--- src/rtl/serial_link_pkg.sv ---
// Shared definitions for the serial control-frame link (transmitter and receiver).
// Frame on the wire: start(1), D5..D0, even parity, stop(0).
package serial_link_pkg;

  localparam int BIT_CLKS_DEFAULT = 8;
  localparam int FRAME_DATA_BITS  = 6;

  // Field positions inside the 6-bit data word {IsPro, IsMaster, RawPls, Option[2:0]}
  localparam int POS_IS_PRO     = 5;
  localparam int POS_IS_MASTER  = 4;
  localparam int POS_RAW_PLS    = 3;
  localparam int POS_OPTION_LSB = 0;
  localparam int OPTION_W       = 3;

  localparam logic START_LEVEL = 1'b1;
  localparam logic STOP_LEVEL  = 1'b0;

  typedef enum logic [2:0] {
    IDLE,
    START,
    DATA,
    PARITY,
    STOP
  } rx_state_e;

  function automatic logic maj3(input logic a, input logic b, input logic c);
    return (a & b) | (a & c) | (b & c);
  endfunction

  function automatic logic parity_even(input logic [FRAME_DATA_BITS-1:0] d, input logic p);
    return ~(^{d, p});
  endfunction

endpackage

--- src/rtl/led_stretch.sv ---
// Retriggerable LED stretcher: output stays on for HOLD_CLKS clocks after the last
// trigger, and unconditionally while hold_i is high. Output is registered.
module led_stretch #(
  parameter int HOLD_CLKS = 2000000
) (
  input  logic clk,
  input  logic rst_n,
  input  logic trig_i,
  input  logic hold_i,
  output logic led_o
);

  localparam int CW = $clog2(HOLD_CLKS + 1);

  logic [CW-1:0] cnt_q, cnt_d;
  logic          led_q, led_d;

  always_comb begin
    cnt_d = cnt_q;
    if (trig_i) begin
      cnt_d = CW'(HOLD_CLKS);
    end else if (cnt_q != '0) begin
      cnt_d = cnt_q - 1'b1;
    end
    led_d = (cnt_d != '0) | hold_i;
  end

  always_ff @(posedge clk or negedge rst_n) begin
    if (!rst_n) begin
      cnt_q <= '0;
      led_q <= 1'b0;
    end else begin
      cnt_q <= cnt_d;
      led_q <= led_d;
    end
  end

  assign led_o = led_q;

endmodule

--- src/rtl/serial_frame_rx.sv ---
// Oversampling receiver for the 6-bit serial control frame with parity/stop check,
// link-loss timeout and LED stretchers. Optional SERIAL_RX_GLITCH_FILTER_EN turns every
// bit decision into a 2-of-3 majority around mid-bit (one extra clock of latency).
module serial_frame_rx
  import serial_link_pkg::*;
#(
  parameter int BIT_CLKS      = BIT_CLKS_DEFAULT,
  parameter int TIMEOUT_CLKS  = 4096,
  parameter int LED_HOLD_CLKS = 2000000
) (
  input  logic       i_clk,
  input  logic       i_res_n,
  input  logic       i_SerialData,
  output logic       o_rcv_en_n,
  output logic       o_IsPro,
  output logic       o_IsMaster,
  output logic       o_RawPls,
  output logic [2:0] o_Option,
  output logic       o_frame_valid,
  output logic       o_frame_err,
  output logic       o_link_ok,
  output logic [1:0] o_rx_led
);

  localparam int CNT_W = $clog2(BIT_CLKS);
  localparam int TO_W  = $clog2(TIMEOUT_CLKS + 1);
`ifdef SERIAL_RX_GLITCH_FILTER_EN
  localparam int FILT_DLY = 1;
`else
  localparam int FILT_DLY = 0;
`endif
  // Edge detection costs one clock before START is entered, hence the -1.
  localparam int FIRST_PT = BIT_CLKS / 2 - 1 + FILT_DLY;

  logic sync1_q, sync2_q, prev_q;
  logic rise, sample, tick;

`ifdef SERIAL_RX_GLITCH_FILTER_EN
  logic prev2_q;
  always_ff @(posedge i_clk or negedge i_res_n) begin
    if (!i_res_n) prev2_q <= 1'b0;
    else          prev2_q <= prev_q;
  end
  assign sample = maj3(prev2_q, prev_q, sync2_q);
`else
  assign sample = sync2_q;
`endif

  always_ff @(posedge i_clk or negedge i_res_n) begin
    if (!i_res_n) begin
      sync1_q <= 1'b0;
      sync2_q <= 1'b0;
      prev_q  <= 1'b0;
    end else begin
      sync1_q <= i_SerialData;
      sync2_q <= sync1_q;
      prev_q  <= sync2_q;
    end
  end

  assign rise = sync2_q & ~prev_q;

  rx_state_e                      state_q, state_d;
  logic [CNT_W-1:0]               cnt_q, cnt_d;
  logic [2:0]                     bit_q, bit_d;
  logic [FRAME_DATA_BITS-1:0]     shift_q, shift_d;
  logic                           par_q, par_d;
  logic                           stop_q, stop_d;
  logic                           done_q, done_d;

  assign tick = (state_q == START) ? (cnt_q == CNT_W'(FIRST_PT))
                                   : (cnt_q == CNT_W'(BIT_CLKS - 1));

  always_comb begin
    state_d = state_q;
    cnt_d   = cnt_q + 1'b1;
    bit_d   = bit_q;
    shift_d = shift_q;
    par_d   = par_q;
    stop_d  = stop_q;
    done_d  = 1'b0;
    unique case (state_q)
      IDLE: begin
        cnt_d = '0;
        if (rise) begin
          state_d = START;
          cnt_d   = CNT_W'(1);
        end
      end
      START: begin
        if (tick) begin
          cnt_d   = '0;
          bit_d   = '0;
          state_d = (sample == START_LEVEL) ? DATA : IDLE;
        end
      end
      DATA: begin
        if (tick) begin
          cnt_d   = '0;
          shift_d = {shift_q[FRAME_DATA_BITS-2:0], sample};
          bit_d   = bit_q + 1'b1;
          if (bit_q == 3'(FRAME_DATA_BITS - 1)) state_d = PARITY;
        end
      end
      PARITY: begin
        if (tick) begin
          cnt_d   = '0;
          par_d   = sample;
          state_d = STOP;
        end
      end
      STOP: begin
        if (tick) begin
          cnt_d   = '0;
          stop_d  = sample;
          done_d  = 1'b1;
          state_d = IDLE;
        end
      end
      default: begin
        state_d = IDLE;
        cnt_d   = '0;
      end
    endcase
  end

  always_ff @(posedge i_clk or negedge i_res_n) begin
    if (!i_res_n) begin
      state_q <= IDLE;
      cnt_q   <= '0;
      bit_q   <= '0;
      shift_q <= '0;
      par_q   <= 1'b0;
      stop_q  <= 1'b0;
      done_q  <= 1'b0;
    end else begin
      state_q <= state_d;
      cnt_q   <= cnt_d;
      bit_q   <= bit_d;
      shift_q <= shift_d;
      par_q   <= par_d;
      stop_q  <= stop_d;
      done_q  <= done_d;
    end
  end

  // Frame verdict is taken one clock after the stop sample, from the captured bits.
  logic                good, bad, to_fire;
  logic [TO_W-1:0]     to_cnt_q, to_cnt_d;
  logic                is_pro_q, is_pro_d, is_master_q, is_master_d, raw_pls_q, raw_pls_d;
  logic [OPTION_W-1:0] option_q, option_d;
  logic                valid_q, valid_d, err_q, err_d, link_q, link_d, rcv_en_n_q;

  assign good    = done_q & parity_even(shift_q, par_q) & (stop_q == STOP_LEVEL);
  assign bad     = done_q & ~good;
  assign to_fire = (to_cnt_q == TO_W'(TIMEOUT_CLKS));

  always_comb begin
    is_pro_d    = is_pro_q;
    is_master_d = is_master_q;
    raw_pls_d   = raw_pls_q;
    option_d    = option_q;
    link_d      = link_q;
    valid_d     = good;
    err_d       = bad;
    to_cnt_d    = to_fire ? to_cnt_q : to_cnt_q + 1'b1;
    if (good) begin
      is_pro_d    = shift_q[POS_IS_PRO];
      is_master_d = shift_q[POS_IS_MASTER];
      raw_pls_d   = shift_q[POS_RAW_PLS];
      option_d    = shift_q[POS_OPTION_LSB +: OPTION_W];
      link_d      = 1'b1;
      to_cnt_d    = '0;
    end else if (to_fire) begin
      // Link lost: stop gate drive, keep the configuration fields.
      raw_pls_d = 1'b0;
      link_d    = 1'b0;
    end
  end

  always_ff @(posedge i_clk or negedge i_res_n) begin
    if (!i_res_n) begin
      is_pro_q    <= 1'b0;
      is_master_q <= 1'b0;
      raw_pls_q   <= 1'b0;
      option_q    <= '0;
      link_q      <= 1'b0;
      valid_q     <= 1'b0;
      err_q       <= 1'b0;
      to_cnt_q    <= '0;
      rcv_en_n_q  <= 1'b1;
    end else begin
      is_pro_q    <= is_pro_d;
      is_master_q <= is_master_d;
      raw_pls_q   <= raw_pls_d;
      option_q    <= option_d;
      link_q      <= link_d;
      valid_q     <= valid_d;
      err_q       <= err_d;
      to_cnt_q    <= to_cnt_d;
      rcv_en_n_q  <= 1'b0;
    end
  end

  led_stretch #(.HOLD_CLKS(LED_HOLD_CLKS)) u_led_good (
    .clk    (i_clk),
    .rst_n  (i_res_n),
    .trig_i (valid_q),
    .hold_i (1'b0),
    .led_o  (o_rx_led[0])
  );

  led_stretch #(.HOLD_CLKS(LED_HOLD_CLKS)) u_led_bad (
    .clk    (i_clk),
    .rst_n  (i_res_n),
    .trig_i (err_q),
    .hold_i (~link_q),
    .led_o  (o_rx_led[1])
  );

  assign o_rcv_en_n    = rcv_en_n_q;
  assign o_IsPro       = is_pro_q;
  assign o_IsMaster    = is_master_q;
  assign o_RawPls      = raw_pls_q;
  assign o_Option      = option_q;
  assign o_frame_valid = valid_q;
  assign o_frame_err   = err_q;
  assign o_link_ok     = link_q;

endmodule

--- config.mk ---
export PLATFORM = sky130hd
export DESIGN_NAME = serial_frame_rx
export DESIGN_NICKNAME = d
export VERILOG_FILES = /design/src/rtl/serial_link_pkg.sv /design/src/rtl/led_stretch.sv /design/src/rtl/serial_frame_rx.sv
export SDC_FILE = /design/constraint.sdc
export NUM_CORES = 1
export LEC_CHECK = 0
export CORE_AREA = 2 2 126 128
export CTS_CLUSTER_SIZE = 25
export DETAILED_ROUTE_END_ITERATION = 10
export DIE_AREA = 0 0 128 130
export HOLD_SLACK_MARGIN = 0.03
export MAX_ROUTING_LAYER = met4
export PLACE_DENSITY_LB_ADDON = 0.15
export SYNTH_ARGS = -nofsm -noshare
export SYNTH_HDL_FRONTEND = slang
export SYNTH_SLANG_ARGS = --single-unit
--- constraint.sdc ---
create_clock -name i_clk -period 3.59 [get_ports i_clk]
set_input_delay 0.5385 -clock i_clk [delete_from_list [all_inputs] [get_ports i_clk]]
set_output_delay 0.5385 -clock i_clk [all_outputs]
set_load 0.005 [all_outputs]
; Word level (Yosys, flattened, before mapping)
; Index checks and enable logic that the tools add are counted.
[word_totals]
n_memories = 0
latchBits = 0
ramBits = 0
elab_cells = 92
rom_bits = 0
register_bits = 88
[op_classes]
bitwise_logic = 10
n_mux = 25
n_reduce_logical = 14
shift = 0
mul = 0
eq_ne = 15
n_div = 0
n_addsub = 5
order_cmp = 0
[op_table]
columns = op, count
row1 = two-way mux 21 bit, 4
row2 = nonzero test 21 bit, 4
row3 = subtractor 21 x 1 -> 21 bit (second input constant), 2
row4 = two-way mux 13 bit, 2
row5 = two-way mux 3 bit, 8
row6 = one-hot mux 3 bit (5 select lines), 1
row7 = inequality test 2 bit (second input constant), 7
row8 = adder 13 x 1 -> 13 bit (second input constant), 1
row9 = == test 13 bit (second input constant), 1
row10 = one-hot mux 3 bit (2 select lines), 2
row11 = == test 3 x 2 -> 1 bit (second input constant), 3
row12 = == test 3 bit (second input constant), 3
row13 = two-way mux 1 bit, 7
row14 = XOR reduction 7 bit, 1
row15 = adder 3 x 1 -> 3 bit (second input constant), 2
row16 = AND reduction 2 bit, 3
row17 = AND reduction 6 bit, 1
row18 = inverter 1 bit, 5
row19 = bitwise AND 1 bit, 4
row20 = nonzero test 2 bit, 2
row21 = OR reduction 4 bit, 1
row22 = == test 3 x 1 -> 1 bit (second input constant), 1
row23 = logical NOT 3 bit, 1
row24 = AND reduction 3 bit, 1
row25 = 2 further kinds, 2

; Longest topological paths before layout
[depth]
ltp_word = 6
depth_mapped = 9

; Cells and area by module
; Synthesis repeated with hierarchy kept, for this count alone.
[hier_totals]
cells_unflattened = 453
hier_area_um2 = 4614.4
[modules_own_cells]
columns = mod, area_each_um2, seq_area_each_um2, instances, cells_each
row1 = led_stretch, 1290.0, 550.5, 2, 139
row2 = serial_frame_rx, 2034.5, 1102.3, 1, 175

; Least setup slack after synthesis
; No wires, ideal clock.
[synth_timing]
path_kind = reg2reg
startpoint = register u_led_bad.cnt_q[12]
endpoint = register u_led_bad.led_q, in the netlist u_led_bad.led_o
arrival_ps = 2524
stages_incl_launch_ff = 9
slack_ps = 934
path_buffers = 2
required_time_ps = 3457
path_cell_list = dfrtp_1 or4_1 buf_2 or2_1 buf_6 o41a_1 or3_4 nor4_2 nand4_1
[synth_via]
elab_chain_len = 5
word_cells_on_any_way = 6
[synth_lines]
columns = element, line
row1 = "start, declared", led_stretch.sv:15  ; logic [CW-1:0] cnt_q, cnt_d;
row2 = "start signal, assigned", led_stretch.sv:33  ; cnt_q <= cnt_d;
row3 = subtractor 21 x 1 -> 21 bit / nonzero test 21 bit (equally long branches), "led_stretch.sv:23, led_stretch.sv:22"
row4 = two-way mux 21 bit *, led_stretch.sv:22  ; end else if (cnt_q != '0) begin
row5 = two-way mux 21 bit *, led_stretch.sv:20  ; if (trig_i) begin
row6 = named net u_led_bad.cnt_d[19], led_stretch.sv:15
row7 = nonzero test 21 bit *, led_stretch.sv:25  ; led_d = (cnt_d != '0) | hold_i;
row8 = OR 1 bit *, led_stretch.sv:25
row9 = named net u_led_bad.led_d, led_stretch.sv:16  ; logic led_q, led_d;
row10 = "end signal, assigned", led_stretch.sv:34  ; led_q <= led_d;
row11 = "end, declared", led_stretch.sv:16
; The timed path passes the listed nets; every way through them passes the cells marked *.
; A chain may end at the register's enable or synchronous reset.

; Worst setup path in the final report
[layout_timing]
startpoint = register u_led_good.cnt_q[0]
endpoint = register u_led_good.led_q, in the netlist u_led_good.led_o
[layout_via]
elab_chain_len = 4
word_cells_on_any_way = 5
[layout_lines]
columns = element, line
row1 = "start, declared", led_stretch.sv:15
row2 = "start signal, assigned", led_stretch.sv:33
row3 = subtractor 21 x 1 -> 21 bit / nonzero test 21 bit (equally long branches), "led_stretch.sv:23, led_stretch.sv:22"
row4 = two-way mux 21 bit *, led_stretch.sv:22
row5 = two-way mux 21 bit *, led_stretch.sv:20
row6 = nonzero test 21 bit *, led_stretch.sv:25
row7 = named net u_led_good.led_d, led_stretch.sv:16
row8 = "end signal, assigned", led_stretch.sv:34
row9 = "end, declared", led_stretch.sv:16
; Marks and branches as above.

==> impl_results.md <==
- H-tree levels: 3
- Final hold violation count: 0
- # DRC: 0
- Io pins: 15
- # resized after CTS: 0
- Share of post-route cells with drive strength above 1: 0.1065
- Final cell count without fillers: 671
- Global-route wire length before repair: 16.77 mm
- Initial antenna violation count: 0
- Fillers: 1580
- Setup TNS: 0 ns
- DP HPWL: between 6 and 7 mm
- Yosys reg bits: 88
- CTS Buf Count: 9
- Element type at the critical path start: flip-flop
- Die Area: 0.01664 mm2
- Top cells by count, synth: dfrtp_1 (87), nor2_1 (53), nand2_1 (33)
- Clock Power Share: 0.247
- Count leader, synth: dfrtp_1
- Switching Share: 0.3776
- RSZ-0062 raised after global routing: false
- Sequential fraction of design power: 0.427
- P_sw: around 0.0015 W
- Path depth of the worst reg2reg path: 8
- Slew margin rel.: 0.3466
- Hold WC Path Type: in -> async
- Crit-path max FO: 8
- Core area: approximately 0.015 mm2
- # nets final: just under 500
- Fmax: 0.3323 GHz
- Top_reg_cell synth: dfrtp_1
- Vias in the first global route: 3366
- Power Total: 0.003855 W
- Worst r2r src: u_led_good.cnt_q[0]$_DFF_PN0_
- Placed insts: roughly 660
- Fin crit share: 0.8382
- First-pass iteration count of the detailed router: 6
- R2r endpoint: u_led_good.led_o$_DFF_PN0_
- Aggregate routed wire length: 9.724 mm
- # rows: 46
- Syn_area_per_cell: 9.832 um2
- Worst Path Required: 3.81 ns
- Post-route minimum period: 3.009 ns
- Reg2reg setup slack: 0.58 ns
- Post-synth EDFFs: 0
- Die Ht: 130 um
- Final instance area: 0.005176 mm2
- Ys async rst share: 1.000
- Clock-pin slew on the worst setup and hold paths: 0.06 ns
- Register area: 0.002203 mm2
- Net Count, Synth: between 400 and 500
- CTS tree: yes
- CTS Sinks: 88
- Layout area overhead: 14.69%
- Synth area leaders: dfrtp_1 (48%), nor2_1 (4.4%), xor2_1 (4.1%)
- Outcome: finished clean
- Clk_skew: 0.01164 ns
- End point of the critical path: u_led_good.led_o$_DFF_PN0_
- Clk_lat worst skew: 0.35 ns
- Crit. End Element: flip-flop
- Clk Tree Root Cell: clkbuf_16
- Setup bufs post-CTS: 0
- Max-slew violation count: 0
- Setup crit start: u_led_good.cnt_q[0]$_DFF_PN0_
- Hold Buf Count CTS: 0
- Slew @ Worst Pin: 0.9758 ns
- Routed Antenna Nets: 0
- Vias: 3355
- Final setup vio count: 0
- Pwr dens: 744.8 mW/mm2
- Lkg Pwr: ~2.2 nW
- Mean routed wirelength per cell: 14.49 um
- Seq/Total Area, Yosys: 0.4882
- Synth top area share: 0.4824
- Crit Path Class: reg -> reg
- I/O Buffers: 14
- Critical path arrival: 3.23 ns
- Gate Count Post-Synth: approximately 460
- Syn Std Cell Area: approximately 0.0045 mm2
- Largest area contributor in the netlist: dfrtp_1
- CTS Buffer Depth: 2
- Largest net degree at the start of global routing: 70
- Multi-input logic area: 0.002182 mm2
- First DRT Iteration DRCs: 174
- ANT cells: 0
- Max-Cap Viols: 0
- Placed cell areas: 0.004880 mm2
- Pint: ~0.0024 W
- GR Overflow Total: 0
- Gpl congestion: about 0.83
- Combinational power share: 0.326
- Drt via density: 5.000
- Synth warnings: 0
- Post-synthesis cell type count: 55
- Initial Util: 0.2926
- VDD IR max: 0.3289 mV
- Die W: 128 um
- GRT Resource Usage Total: 0.1310
-- per-stage QoR --
stage	utilization	hold WS, ns	worst slack, ns
floorplan	-	0.2429	0.9337
global placement	0.3164	0.3409	0.7996
detailed placement	0.3164	0.3484	0.6319
CTS	0.3356	0.3629	0.6222
global route	0.3356	0.3756	0.2661
finish	0.3356	0.3075	0.5807
-- kinds of logic (layout without fill, tap and decap cells) --
family,count (synthesis),after routing,synth area share
buffers and inverters,31,51,0.02939
other,1,1,0.0008309
adders and majority gates,7,7,0.01941
AOI/OAI and AO/OA,70,70,0.1015
DFF,88,88,0.4882
muxes,17,17,0.04186
and+or+nand+nor,206,206,0.2431
xor gates and xnor gates,39,39,0.07569
-- worst min path at each step --
stage | startpoint | to | depth (start not counted) | slack (ns)
after floorplan | i_res_n | bit_q[0]$_DFFE_PN0P_ | 0 | 0.24
after global placement | sync1_q$_DFF_PN0_ | sample$_DFF_PN0_ | 0 | 0.34
after detailed placement | sync1_q$_DFF_PN0_ | sample$_DFF_PN0_ | 0 | 0.35
after CTS | i_res_n | u_led_good.cnt_q[18]$_DFF_PN0_ | 1 | 0.36
after global routing | sync1_q$_DFF_PN0_ | sample$_DFF_PN0_ | 0 | 0.38
final | i_res_n | u_led_good.cnt_q[2]$_DFF_PN0_ | 1 | 0.31
-- registers in the layout (all words and copies together) (netlist names), 3 cells and up --
| signal | count |
|---|---|
| u_led_bad.cnt_q | 21 |
| u_led_good.cnt_q | 21 |
| to_cnt_q | 13 |
| shift_q | 6 |
| bit_q | 3 |
| cnt_q | 3 |
| o_Option | 3 |
| state_q | 3 |
-- area by class of cell --
class | instances | share of cell area
inverter | 13 | 0.009427
clock buffer | 10 | 0.04617
clock inverter | 5 | 0.01112
multi-input combinational | 340 | 0.4216
sequential | 88 | 0.4257
tap | 192 | 0.04641
timing repair buffer | 23 | 0.03964
-- layout by cell type, fill, tap and decap left out, drive strengths merged, types with 3 or more instances in the layout --
| master | instances |
|---|---|
| a211oi | 4 |
| a21oi | 16 |
| a31oi | 3 |
| and2 | 5 |
| and3 | 5 |
| buf | 10 |
| clkbuf | 10 |
| clkdlybuf4s50 | 13 |
| clkinv | 4 |
| dfrtp | 87 |
| ha | 7 |
| inv | 13 |
| mux2 | 15 |
| nand2 | 33 |
| nand2b | 7 |
| nand3 | 13 |
| nand4 | 6 |
| nor2 | 53 |
| nor2b | 8 |
| nor3 | 16 |
| nor3b | 4 |
| nor4 | 16 |
| nor4b | 6 |
| o21ai | 17 |
| o22ai | 3 |
| o31ai | 8 |
| or2 | 5 |
| or3 | 13 |
| or4 | 10 |
| xnor2 | 18 |
| xor2 | 21 |
-- critical path, cell delays in order (launching register included) --
cell	delay [ns]
dfrtp_1	0.42
inv_1	0.08
ha_1	0.22
nor4b_1	0.63
nand4_1	0.42
nand2b_1	0.43
a211o_1	0.32
nor4_1	0.24
nand4_1	0.11
-- metal layers --
layer	vias to the layer above	share of wire	track usage
met5	-	0	-
met4	0	0.026	0.06529
met3	17	0.026	0.02173
met2	44	0.45	0.1972
met1	1624	0.50	0.1719
li1	1670	-	-
-- power by group through the flow --
stage          clock network [W]  registers (W)  logic, W
2_1_floorplan                  0        0.00153   0.00106
3_3_place_gp                   0        0.00166   0.00125
3_5_place_dp                   0        0.00166   0.00125
4_1_cts                 0.000982        0.00164   0.00126
5_1_grt                  0.00101        0.00170   0.00143
6_report                0.000950        0.00165   0.00126
No activity file was read; power rests on OpenSTA's default activity.
